$ cat config.mk
export PLATFORM = sky130hd
export DESIGN_NAME = tensor_burst_controller_flat
export DESIGN_NICKNAME = d
export VERILOG_FILES = /design/src/rtl/tensor_burst_controller_if.sv /design/src/rtl/tensor_burst_controller.sv /design/src/flat_wrapper.sv
export SDC_FILE = /design/constraint.sdc
export NUM_CORES = 1
export LEC_CHECK = 0
export ABC_CLOCK_PERIOD_IN_PS = 2400
export CORE_UTILIZATION = 60
export DETAILED_ROUTE_END_ITERATION = 8
export DONT_BUFFER_PORTS = 1
export PLACE_DENSITY_LB_ADDON = 0.12
export SYNTH_ARGS = -nofsm -noshare
export SYNTH_HDL_FRONTEND = slang
export SYNTH_SLANG_ARGS = --single-unit
$ cat constraint.sdc
create_clock -name clock_in -period 2.4 [get_ports clock_in]
set_clock_uncertainty 0.15 [all_clocks]
set_input_delay 0.48 -clock clock_in [delete_from_list [all_inputs] [get_ports clock_in]]
set_output_delay 0.48 -clock clock_in [all_outputs]
set_load 0.01 [all_outputs]
$ cat src/rtl/tensor_burst_controller_if.sv
// Bus bundle for tensor_burst_controller: command, write stream, register file ports,
// read stream and status. The slave modport is the controller's view; master is the
// surrounding logic (decoder, producer, register file, consumer).
interface tensor_burst_controller_if #(
  parameter int unsigned BUS_WIDTH    = 8,
  parameter int unsigned MATRIX_DIM   = 3,
  parameter int unsigned LANES        = 2,
  parameter int unsigned NUM_MATRICES = 2
) ();

  localparam int unsigned ELEMS = MATRIX_DIM * MATRIX_DIM;
  localparam int unsigned IW    = (ELEMS > 1) ? $clog2(ELEMS) : 1;
  localparam int unsigned MW    = $clog2(NUM_MATRICES);
  localparam int unsigned DW    = LANES * BUS_WIDTH;

  // Command
  logic          cmd_valid_in;
  logic          cmd_ready_out;
  logic          cmd_write_in;
  logic [MW-1:0] cmd_matrix_in;
  logic          abort_in;

  // Write stream
  logic          wr_valid_in;
  logic          wr_ready_out;
  logic [DW-1:0] wr_data_in;

  // Register file write port
  logic             rf_write_enable_out;
  logic [MW-1:0]    rf_write_matrix_out;
  logic [IW-1:0]    rf_write_index_out;
  logic [LANES-1:0] rf_write_lane_mask_out;
  logic [DW-1:0]    rf_write_data_out;

  // Register file read port
  logic [MW-1:0] rf_read_matrix_out;
  logic [IW-1:0] rf_read_index_out;
  logic [DW-1:0] rf_read_data_in;

  // Read stream
  logic             rd_valid_out;
  logic             rd_ready_in;
  logic [DW-1:0]    rd_data_out;
  logic [LANES-1:0] rd_lane_mask_out;
  logic             rd_last_out;

  // Status
  logic busy_out;
  logic done_out;

  modport slave (
    input  cmd_valid_in, cmd_write_in, cmd_matrix_in, abort_in,
    input  wr_valid_in, wr_data_in,
    input  rf_read_data_in,
    input  rd_ready_in,
    output cmd_ready_out, wr_ready_out,
    output rf_write_enable_out, rf_write_matrix_out, rf_write_index_out,
    output rf_write_lane_mask_out, rf_write_data_out,
    output rf_read_matrix_out, rf_read_index_out,
    output rd_valid_out, rd_data_out, rd_lane_mask_out, rd_last_out,
    output busy_out, done_out
  );

  modport master (
    output cmd_valid_in, cmd_write_in, cmd_matrix_in, abort_in,
    output wr_valid_in, wr_data_in,
    output rf_read_data_in,
    output rd_ready_in,
    input  cmd_ready_out, wr_ready_out,
    input  rf_write_enable_out, rf_write_matrix_out, rf_write_index_out,
    input  rf_write_lane_mask_out, rf_write_data_out,
    input  rf_read_matrix_out, rf_read_index_out,
    input  rd_valid_out, rd_data_out, rd_lane_mask_out, rd_last_out,
    input  busy_out, done_out
  );

endinterface

$ cat src/rtl/tensor_burst_controller.sv
// Burst engine moving whole square matrices between a beat-oriented bus and the
// tensor register file. One command moves one matrix, LANES elements per beat,
// row-major; the last beat may be partial and is qualified by a lane mask.
module tensor_burst_controller #(
  parameter int unsigned BUS_WIDTH    = 8,
  parameter int unsigned MATRIX_DIM   = 3,
  parameter int unsigned LANES        = 2,
  parameter int unsigned NUM_MATRICES = 2
) (
  input  logic                     clock_in,
  input  logic                     reset_in,
  tensor_burst_controller_if.slave bus
);

  localparam int unsigned ELEMS = MATRIX_DIM * MATRIX_DIM;
  localparam int unsigned BEATS = (ELEMS + LANES - 1) / LANES;
  localparam int unsigned IW    = (ELEMS > 1) ? $clog2(ELEMS) : 1;
  localparam int unsigned MW    = $clog2(NUM_MATRICES);
  localparam int unsigned CW    = (BEATS > 1) ? $clog2(BEATS) : 1;

  typedef enum logic [1:0] {StIdle, StWrite, StRead, StDone} state_e;

  state_e           state_q, state_d;
  logic [CW-1:0]    count_q, count_d;
  logic [MW-1:0]    matrix_q, matrix_d;

  logic             last_beat;
  logic [IW-1:0]    base_index;
  logic [LANES-1:0] lane_mask;

  assign last_beat  = (count_q == CW'(BEATS - 1));
  assign base_index = IW'(32'(count_q) * LANES);

  // Lane k of the current beat is live only while its element lies inside the matrix.
  always_comb begin
    lane_mask = '0;
    for (int unsigned k = 0; k < LANES; k++) begin
      lane_mask[k] = ((32'(count_q) * LANES + k) < ELEMS);
    end
  end

  // State, beat counter and latched matrix number.
  always_ff @(posedge clock_in or negedge reset_in) begin
    if (!reset_in) begin
      state_q  <= StIdle;
      count_q  <= '0;
      matrix_q <= '0;
    end else begin
      state_q  <= state_d;
      count_q  <= count_d;
      matrix_q <= matrix_d;
    end
  end

  // Next-state logic and handshake/strobe outputs.
  always_comb begin
    state_d  = state_q;
    count_d  = count_q;
    matrix_d = matrix_q;

    bus.cmd_ready_out          = 1'b0;
    bus.wr_ready_out           = 1'b0;
    bus.rf_write_enable_out    = 1'b0;
    bus.rf_write_lane_mask_out = '0;
    bus.rf_write_data_out      = '0;
    bus.rd_valid_out           = 1'b0;
    bus.rd_data_out            = '0;
    bus.rd_lane_mask_out       = '0;
    bus.rd_last_out            = 1'b0;
    bus.done_out               = 1'b0;

    unique case (state_q)
      StIdle: begin
        // abort_in doubles as a command blocker while idle
        bus.cmd_ready_out = !bus.abort_in;
        if (bus.cmd_valid_in && !bus.abort_in) begin
          matrix_d = bus.cmd_matrix_in;
          count_d  = '0;
          state_d  = bus.cmd_write_in ? StWrite : StRead;
        end
      end

      StWrite: begin
        bus.wr_ready_out           = 1'b1;
        bus.rf_write_lane_mask_out = lane_mask;
        bus.rf_write_data_out      = bus.wr_data_in;
        if (bus.abort_in) begin
          state_d = StIdle;
        end else if (bus.wr_valid_in) begin
          // write lands on the same edge as the handshake
          bus.rf_write_enable_out = 1'b1;
          if (last_beat) begin
            state_d = StDone;
          end else begin
            count_d = count_q + CW'(1);
          end
        end
      end

      StRead: begin
        bus.rd_valid_out     = 1'b1;
        bus.rd_lane_mask_out = lane_mask;
        bus.rd_last_out      = last_beat;
        for (int unsigned k = 0; k < LANES; k++) begin
          if (lane_mask[k]) begin
            bus.rd_data_out[k*BUS_WIDTH +: BUS_WIDTH] =
              bus.rf_read_data_in[k*BUS_WIDTH +: BUS_WIDTH];
          end
        end
        if (bus.abort_in) begin
          state_d = StIdle;
        end else if (bus.rd_ready_in) begin
          if (last_beat) begin
            state_d = StDone;
          end else begin
            count_d = count_q + CW'(1);
          end
        end
      end

      StDone: begin
        bus.done_out = !bus.abort_in;
        state_d      = StIdle;
      end

      default: state_d = StIdle;
    endcase
  end

  // Addresses track the registered counter/matrix, so they hold between bursts.
  assign bus.rf_write_matrix_out = matrix_q;
  assign bus.rf_write_index_out  = base_index;
  assign bus.rf_read_matrix_out  = matrix_q;
  assign bus.rf_read_index_out   = base_index;
  assign bus.busy_out            = (state_q != StIdle);

endmodule

$ cat src/flat_wrapper.sv
// flat-port wrapper written by rule: the top's interface ports become plain ports
module tensor_burst_controller_flat 
#(
  parameter int unsigned BUS_WIDTH    = 8,
  parameter int unsigned MATRIX_DIM   = 3,
  parameter int unsigned LANES        = 2,
  parameter int unsigned NUM_MATRICES = 2
)
  (clock_in, reset_in, bus_cmd_valid_in, bus_cmd_write_in, bus_cmd_matrix_in, bus_abort_in, bus_wr_valid_in, bus_wr_data_in, bus_rf_read_data_in, bus_rd_ready_in, bus_cmd_ready_out, bus_wr_ready_out, bus_rf_write_enable_out, bus_rf_write_matrix_out, bus_rf_write_index_out, bus_rf_write_lane_mask_out, bus_rf_write_data_out, bus_rf_read_matrix_out, bus_rf_read_index_out, bus_rd_valid_out, bus_rd_data_out, bus_rd_lane_mask_out, bus_rd_last_out, bus_busy_out, bus_done_out);
  tensor_burst_controller_if #(.BUS_WIDTH(BUS_WIDTH), .MATRIX_DIM(MATRIX_DIM), .LANES(LANES), .NUM_MATRICES(NUM_MATRICES)) bus_i ();
  input  logic clock_in;
  input  logic reset_in;
  input wire logic [$bits(bus_i.cmd_valid_in)-1:0] bus_cmd_valid_in;
  input wire logic [$bits(bus_i.cmd_write_in)-1:0] bus_cmd_write_in;
  input wire logic [$bits(bus_i.cmd_matrix_in)-1:0] bus_cmd_matrix_in;
  input wire logic [$bits(bus_i.abort_in)-1:0] bus_abort_in;
  input wire logic [$bits(bus_i.wr_valid_in)-1:0] bus_wr_valid_in;
  input wire logic [$bits(bus_i.wr_data_in)-1:0] bus_wr_data_in;
  input wire logic [$bits(bus_i.rf_read_data_in)-1:0] bus_rf_read_data_in;
  input wire logic [$bits(bus_i.rd_ready_in)-1:0] bus_rd_ready_in;
  output wire logic [$bits(bus_i.cmd_ready_out)-1:0] bus_cmd_ready_out;
  output wire logic [$bits(bus_i.wr_ready_out)-1:0] bus_wr_ready_out;
  output wire logic [$bits(bus_i.rf_write_enable_out)-1:0] bus_rf_write_enable_out;
  output wire logic [$bits(bus_i.rf_write_matrix_out)-1:0] bus_rf_write_matrix_out;
  output wire logic [$bits(bus_i.rf_write_index_out)-1:0] bus_rf_write_index_out;
  output wire logic [$bits(bus_i.rf_write_lane_mask_out)-1:0] bus_rf_write_lane_mask_out;
  output wire logic [$bits(bus_i.rf_write_data_out)-1:0] bus_rf_write_data_out;
  output wire logic [$bits(bus_i.rf_read_matrix_out)-1:0] bus_rf_read_matrix_out;
  output wire logic [$bits(bus_i.rf_read_index_out)-1:0] bus_rf_read_index_out;
  output wire logic [$bits(bus_i.rd_valid_out)-1:0] bus_rd_valid_out;
  output wire logic [$bits(bus_i.rd_data_out)-1:0] bus_rd_data_out;
  output wire logic [$bits(bus_i.rd_lane_mask_out)-1:0] bus_rd_lane_mask_out;
  output wire logic [$bits(bus_i.rd_last_out)-1:0] bus_rd_last_out;
  output wire logic [$bits(bus_i.busy_out)-1:0] bus_busy_out;
  output wire logic [$bits(bus_i.done_out)-1:0] bus_done_out;
  assign bus_i.cmd_valid_in = bus_cmd_valid_in;
  assign bus_i.cmd_write_in = bus_cmd_write_in;
  assign bus_i.cmd_matrix_in = bus_cmd_matrix_in;
  assign bus_i.abort_in = bus_abort_in;
  assign bus_i.wr_valid_in = bus_wr_valid_in;
  assign bus_i.wr_data_in = bus_wr_data_in;
  assign bus_i.rf_read_data_in = bus_rf_read_data_in;
  assign bus_i.rd_ready_in = bus_rd_ready_in;
  assign bus_cmd_ready_out = bus_i.cmd_ready_out;
  assign bus_wr_ready_out = bus_i.wr_ready_out;
  assign bus_rf_write_enable_out = bus_i.rf_write_enable_out;
  assign bus_rf_write_matrix_out = bus_i.rf_write_matrix_out;
  assign bus_rf_write_index_out = bus_i.rf_write_index_out;
  assign bus_rf_write_lane_mask_out = bus_i.rf_write_lane_mask_out;
  assign bus_rf_write_data_out = bus_i.rf_write_data_out;
  assign bus_rf_read_matrix_out = bus_i.rf_read_matrix_out;
  assign bus_rf_read_index_out = bus_i.rf_read_index_out;
  assign bus_rd_valid_out = bus_i.rd_valid_out;
  assign bus_rd_data_out = bus_i.rd_data_out;
  assign bus_rd_lane_mask_out = bus_i.rd_lane_mask_out;
  assign bus_rd_last_out = bus_i.rd_last_out;
  assign bus_busy_out = bus_i.busy_out;
  assign bus_done_out = bus_i.done_out;
  tensor_burst_controller #(.BUS_WIDTH(BUS_WIDTH), .MATRIX_DIM(MATRIX_DIM), .LANES(LANES), .NUM_MATRICES(NUM_MATRICES)) u_core (.clock_in(clock_in), .reset_in(reset_in), .bus(bus_i));
endmodule
==> results of run 1 <==
-- flip-flops by register name, summed over array words and instances (netlist names) --
signal	cells
u_core.count_q	3
u_core.state_q	2
u_core.bus.rf_read_matrix_out	1
-- kinds of logic (layout without fill, tap and decap cells) --
kind of cell	Yosys count	after routing
AOI/OAI and AO/OA	9	9
xor gates and xnor gates	1	1
adders and majority gates	10	10
buffers and inverters	18	13
DFF	6	6
muxes	6	6
other	1	2
and+or+nand+nor	50	50
-- critical path: stages (launching register included) --
cell and delay, ps:
dfrtp_1 430, inv_1 170, ha_2 340, and2b_1 230, and2_1 200
-- how the worst max path moves through the flow --
stage | cells after the start | from | end | slack (ps)
6_report | 4 | u_core.state_q[0] | bus_rd_data_out[14] | 150
5_1_grt | 4 | u_core.state_q[0] | bus_rd_data_out[15] | 20
4_1_cts | 4 | u_core.state_q[0] | bus_rd_data_out[14] | 30
3_5_place_dp | 4 | u_core.state_q[0] | bus_rd_data_out[14] | 290
3_3_place_gp | 4 | u_core.state_q[0] | bus_rd_data_out[10] | 360
2_1_floorplan | 4 | u_core.state_q[0] | bus_rd_data_out[7] | 530
-- metal layers --
metal	wire, um	global-route usage [%]
met2	949	37.50
met1	676	28.06
met3	136	6.358
met4	23	9.483
met5	0	0
-- metrics by stage --
step | total power, W | util, %
floorplan | 0.0009081 | -
global placement | 0.0009436 | 64.96
detailed placement | 0.0009590 | 64.96
CTS | 0.001056 | 67.74
global route | 0.001148 | 67.95
finish | 0.001050 | 67.95
-- timing repair --
action	in CTS	in global routing
setup buffers	0	0
hold buffers	1	0
setup endpoints to repair	0	7
endpoints found under the hold margin	6	0
resized for setup	0	1
-- report_power, final --
| part | leakage, nW | total (W) | switching (W) | internal, W |
|---|---|---|---|---|
| registers | 0.0767 | 0.000254 | 0.000106 | 0.000148 |
| logic | 0.344 | 0.000707 | 0.000435 | 0.000272 |
| clock network | 0.0138 | 0.0000893 | 0.0000329 | 0.0000563 |
| total | 0.435 | 0.00105 | 0.000574 | 0.000476 |
-- area by class of cell --
class                      instances  area [um^2]  share of cell area, %
multi-input combinational         78        561.8                  70.60
tap                               14        17.52                  2.201
inverter                           9        33.78                  4.245
clock buffer                       3        22.52                  2.830
timing repair buffer               1        10.01                  1.258
sequential                         6        150.1                  18.87
-- cell usage in the layout (no fill, tap or decap) --
cell type,n
and2b_1,3
inv_1,9
nand2_1,5
clkbuf_4,3
mux2i_1,5
a22oi_1,2
xor2_1,1
nor2_1,3
a31oi_1,1
nor2b_1,2
dfrtp_1,6
a222oi_1,1
ha_1,9
and2_1,26
nand2_2,1
dlygate4sd3_1,1
o21ai_1,2
ha_2,1
and3_1,9
mux2_2,1
o21a_2,1
a21oi_1,1
o21ai_0,1
nand4_1,1
conb_1,2
==> results.cfg, run 1 <==
[hold_path]
hold_path_end = u_core.bus.rf_read_matrix_out
hold_depth = 1
hold_start = bus_cmd_matrix_in
hp-class = in -> reg

[setup_path]
path_max_fanout = 14
startpoint_type = flop
worstSetupPathType = reg -> out
rr_worst_depth = 5
arrival_ps = 1620
cp-end-kind = output port
crit_required_ps = 1770
rr_startpoint = u_core.state_q[0]
r2r_end = u_core.count_q[2]
ff2ff_setup_slack_ps = 520

[global_route]
grt_pass1_wl_um = 2359
grt_usage_pct = 22.97
grt_max_degree = 20
antenna_found_initial = 0
grt_pass1_vias = 582
overflow = 0

[sta]
slew_viol_final = 0
final.setup.worst_slack_ps = 154.9
period_share_pct = 93.55
hold_slack_ps = 240.7
finalHoldViolCount = 0
setup_viol = 0
rsz0062_at_grt = false
setup_tns_ps = 0
fin_crit_ps = 2245
max_freq_mhz = 445.4

[drt]
wirelength_um = 1786
routedWlPerCell_um = 16.09
vias = 664
drt-vias-per-instance = 5.982
postRouteAntennaNets = 0
drtPass1Iterations = 4
drtIter0Drc = 10
drc = 0

[cts]
cts.sinks = 6
cts_root_buffer = clkbuf_4
htreeDepth = 1
cts_tree = built
worstSkewPairLatency_ps = 240
clkTransAtPathRegs_ps = 40
cts_buffers = 3
clockBufferDepth = 2

[synthesis]
async_flop_share_pct = 100.0
synth_top_family_by_area = simple AND/OR/NAND/NOR gates
yosysTopAreaCellShare_pct = 20.25
synthCells = 101
ys_ff_latch = 6
yosysMostFrequentCell = and2_1
synth_edf_count = 0
ys_warn_count = 0
synth_ff_type = dfrtp_1
synth_top_area_cell = and2_1
synth.area.top_cells = and2_1, dfrtp_1, ha_1, and3_1, mux2i_1
synth_commonest_cells = and2_1, ha_1, and3_1, inv_1
synthXorXnorAreaFrac_pct = 1.090
synth-compound-area-share_pct = 7.477
syn_area_um2 = 803.3
synthSimpleGateAreaFrac_pct = 36.92
syn_area_per_cell_um2 = 7.953
seq_area_frac_synth_pct = 18.69
synth-adder-area-share_pct = 15.58
synth.distinct_cells = 25
synth.area.mux_share_pct = 7.632

[cells_and_area]
nets = 149
final_area_um2 = 795.8
antenna_cells = 0
area_delta_synth_final_pct = -0.9346
drive_above_1_share_pct = 7.216
nFillCells = 104
layout.cells.non_filler = 111

[die]
die_w_um = 38.59
die_area_um2 = 1489
rows = 12
core_area_um2 = 1171
die_y_um = 38.59
initial_utilization_pct = 68.59
io_pins = 93

[outcome]
status = finished, final reports clean

[placed_design]
port_buffers = 0
placed_area_um2 = 760.7
dpl_worst_slack_ps = 286.2
place_inst = 107
gp_congestion = 0.7123
dp_hpwl_um = 1485

[power_and_ir_drop]
p_leak_nw = 0.4348
ir_drop_v = 0.0008050
power_density_nw_per_um2 = 1319

[flow_run]
drv_cap = 0
Power figures use the tool's default switching activity.
==> run 2, diff against run 1 <==
==> constraint.sdc (replaced) <==
create_clock -name clock_in -period 2.4 [get_ports clock_in]
set_clock_uncertainty 0.15 [all_clocks]
set_input_delay 0.36 -clock clock_in [delete_from_list [all_inputs] [get_ports clock_in]]
set_output_delay 0.36 -clock clock_in [all_outputs]
set_load 0.01 [all_outputs]
==> run 2 against run 1 <==
Against the previous run:
- maximum frequency increased by 0.81%
- non-clock buffer count did not move
- worst setup slack better by 18 ps
- critical path depth is the same
- largest power group unchanged
- highest routed layer is now met3
- wire length up 0.50%
- count of clock-buffer cells in the layout unchanged
- worst hold slack worse by 120 ps
==> results.cfg, run 2 (same netlist as run 1, synthesis figures left out) <==
[outcome]
status = finished, final reports clean

[die]
die_area_um2 = 1489
core_area_um2 = 1171
initial_utilization_pct = 68.59
rows = 12
die_w_um = 38.59
io_pins = 93
die_y_um = 38.59

[drt]
drc = 0
drtIter0Drc = 20
postRouteAntennaNets = 0
wirelength_um = 1795
vias = 650
drtPass1Iterations = 4
routedWlPerCell_um = 16.17
drt-vias-per-instance = 5.856

[setup_path]
cpMaxStageDelayCell = ha_1
worstSetupPathType = reg -> out
crit_buf_inv = 1
crit_chain = inv_1 -> ha_1 -> and2b_1 -> and2_1
cp_top_family = simple AND/OR/NAND/NOR gates
crit_required_ps = 1890
path_max_fanout = 14
arrival_ps = 1720
cp-end-kind = output port
critPathMaxStageDelay_ps = 440
startpoint_type = flop

[cells_and_area]
area_delta_synth_final_pct = -1.246
drive_above_1_share_pct = 6.186
nFillCells = 93
final_common_cell = and2_1
largest_reg_flops = 3
antenna_cells = 0
nets = 149
final_cell_mix = and2_1, ha_1, inv_1, and3_1, dfrtp_1
largest-register = u_core.count_q
utilization_pct = 67.74

[placed_design]
gp_congestion = 0.7128
dp_hpwl_um = 1468
port_buffers = 0

[sta]
period_share_pct = 92.79
setup_tns_ps = 0
setup_viol = 0
max_freq_mhz = 449.0
finalHoldViolCount = 0
rsz0062_at_grt = false
slew_viol_final = 0
fin_crit_ps = 2227

[global_route]
grt_max_degree = 20
grt_use_met2_pct = 37.08
met1_usage_pct = 30.22
grt_usage_pct = 22.97
use_met3_pct = 4.624
grt.busiest_layer = met2
overflow = 0
grt_pass1_vias = 547
grt_pass1_wl_um = 2366
antenna_found_initial = 0

[cts]
worstSkewPairLatency_ps = 240
cts_root_buffer = clkbuf_4
cts_tree = built
clkTransAtPathRegs_ps = 40
cts.sinks = 6
htreeDepth = 1
post-cts-setup-buffers = 0
cts_buffers = 3
clockBufferDepth = 2

[power_and_ir_drop]
p_leak_nw = 0.4363
ir_drop_v = 0.0007733
power_density_nw_per_um2 = 1320

[flow_run]
drv_cap = 0

[hold_path]
hp-class = in -> reg
run 2: layout make-up:
cell class	count	area [um^2]	area share, %
Sequential cell	6	150.1	18.93
Multi-Input combinational cell	78	559.3	70.50
Timing Repair Buffer	1	10.01	1.262
Inverter	9	33.78	4.259
Tap cell	14	17.52	2.208
Clock buffer	3	22.52	2.839
run 2: final timing paths:
check	start	end	slack [ps]	depth (start not counted)
min in group asynchronous	reset_in	u_core.count_q[0]	280	1
max reg2reg	u_core.state_q[0]	u_core.state_q[0]	490	5
min	bus_cmd_matrix_in	u_core.bus.rf_read_matrix_out	130	1
max	u_core.state_q[0]	bus_rd_data_out[14]	170	4
min reg2reg	u_core.bus.rf_read_matrix_out	u_core.bus.rf_read_matrix_out	520	1
max in group asynchronous	reset_in	u_core.state_q[0]	1590	1
run 2: per-stage QoR:
step	setup slack (ps)	hold slack (ps)	area [um^2]	instances	power (W)
5_1_grt	6.329	114.5	793.3	111	0.001152
4_1_cts	148.2	118.3	793.3	111	0.001056
3_5_place_dp	399.5	-85.44	760.7	107	0.0009569
2_1_floorplan	648.4	-85.59	807.0	102	0.0009081
3_3_place_gp	477.8	-85.45	760.7	107	0.0009437
6_report	173.0	125.4	793.3	111	0.001047
run 2: worst reg2reg max path, cell delays in order, from the launching register on:
cell,delay (ps)
dfrtp_1,420
inv_1,130
ha_1,370
a222oi_1,370
o21a_2,200
mux2i_1,190
run 2: metal layers:
metal	vias up	share of wire, %
li1	313	-
met1	296	41
met3	0	6.9
met5	-	0
met4	0	0
met2	41	52
run 2: where the power goes:
group | switching (W) | total (W) | internal, W
logic | 0.000436 | 0.000705 | 0.000269
clock network | 0.0000335 | 0.0000899 | 0.0000564
registers | 0.000105 | 0.000252 | 0.000148
run 2: timing repair:
action,CTS,global route
resized for setup,0,0
hold buffers,1,0
setup endpoints to repair,0,0
hold endpoints to repair,6,0
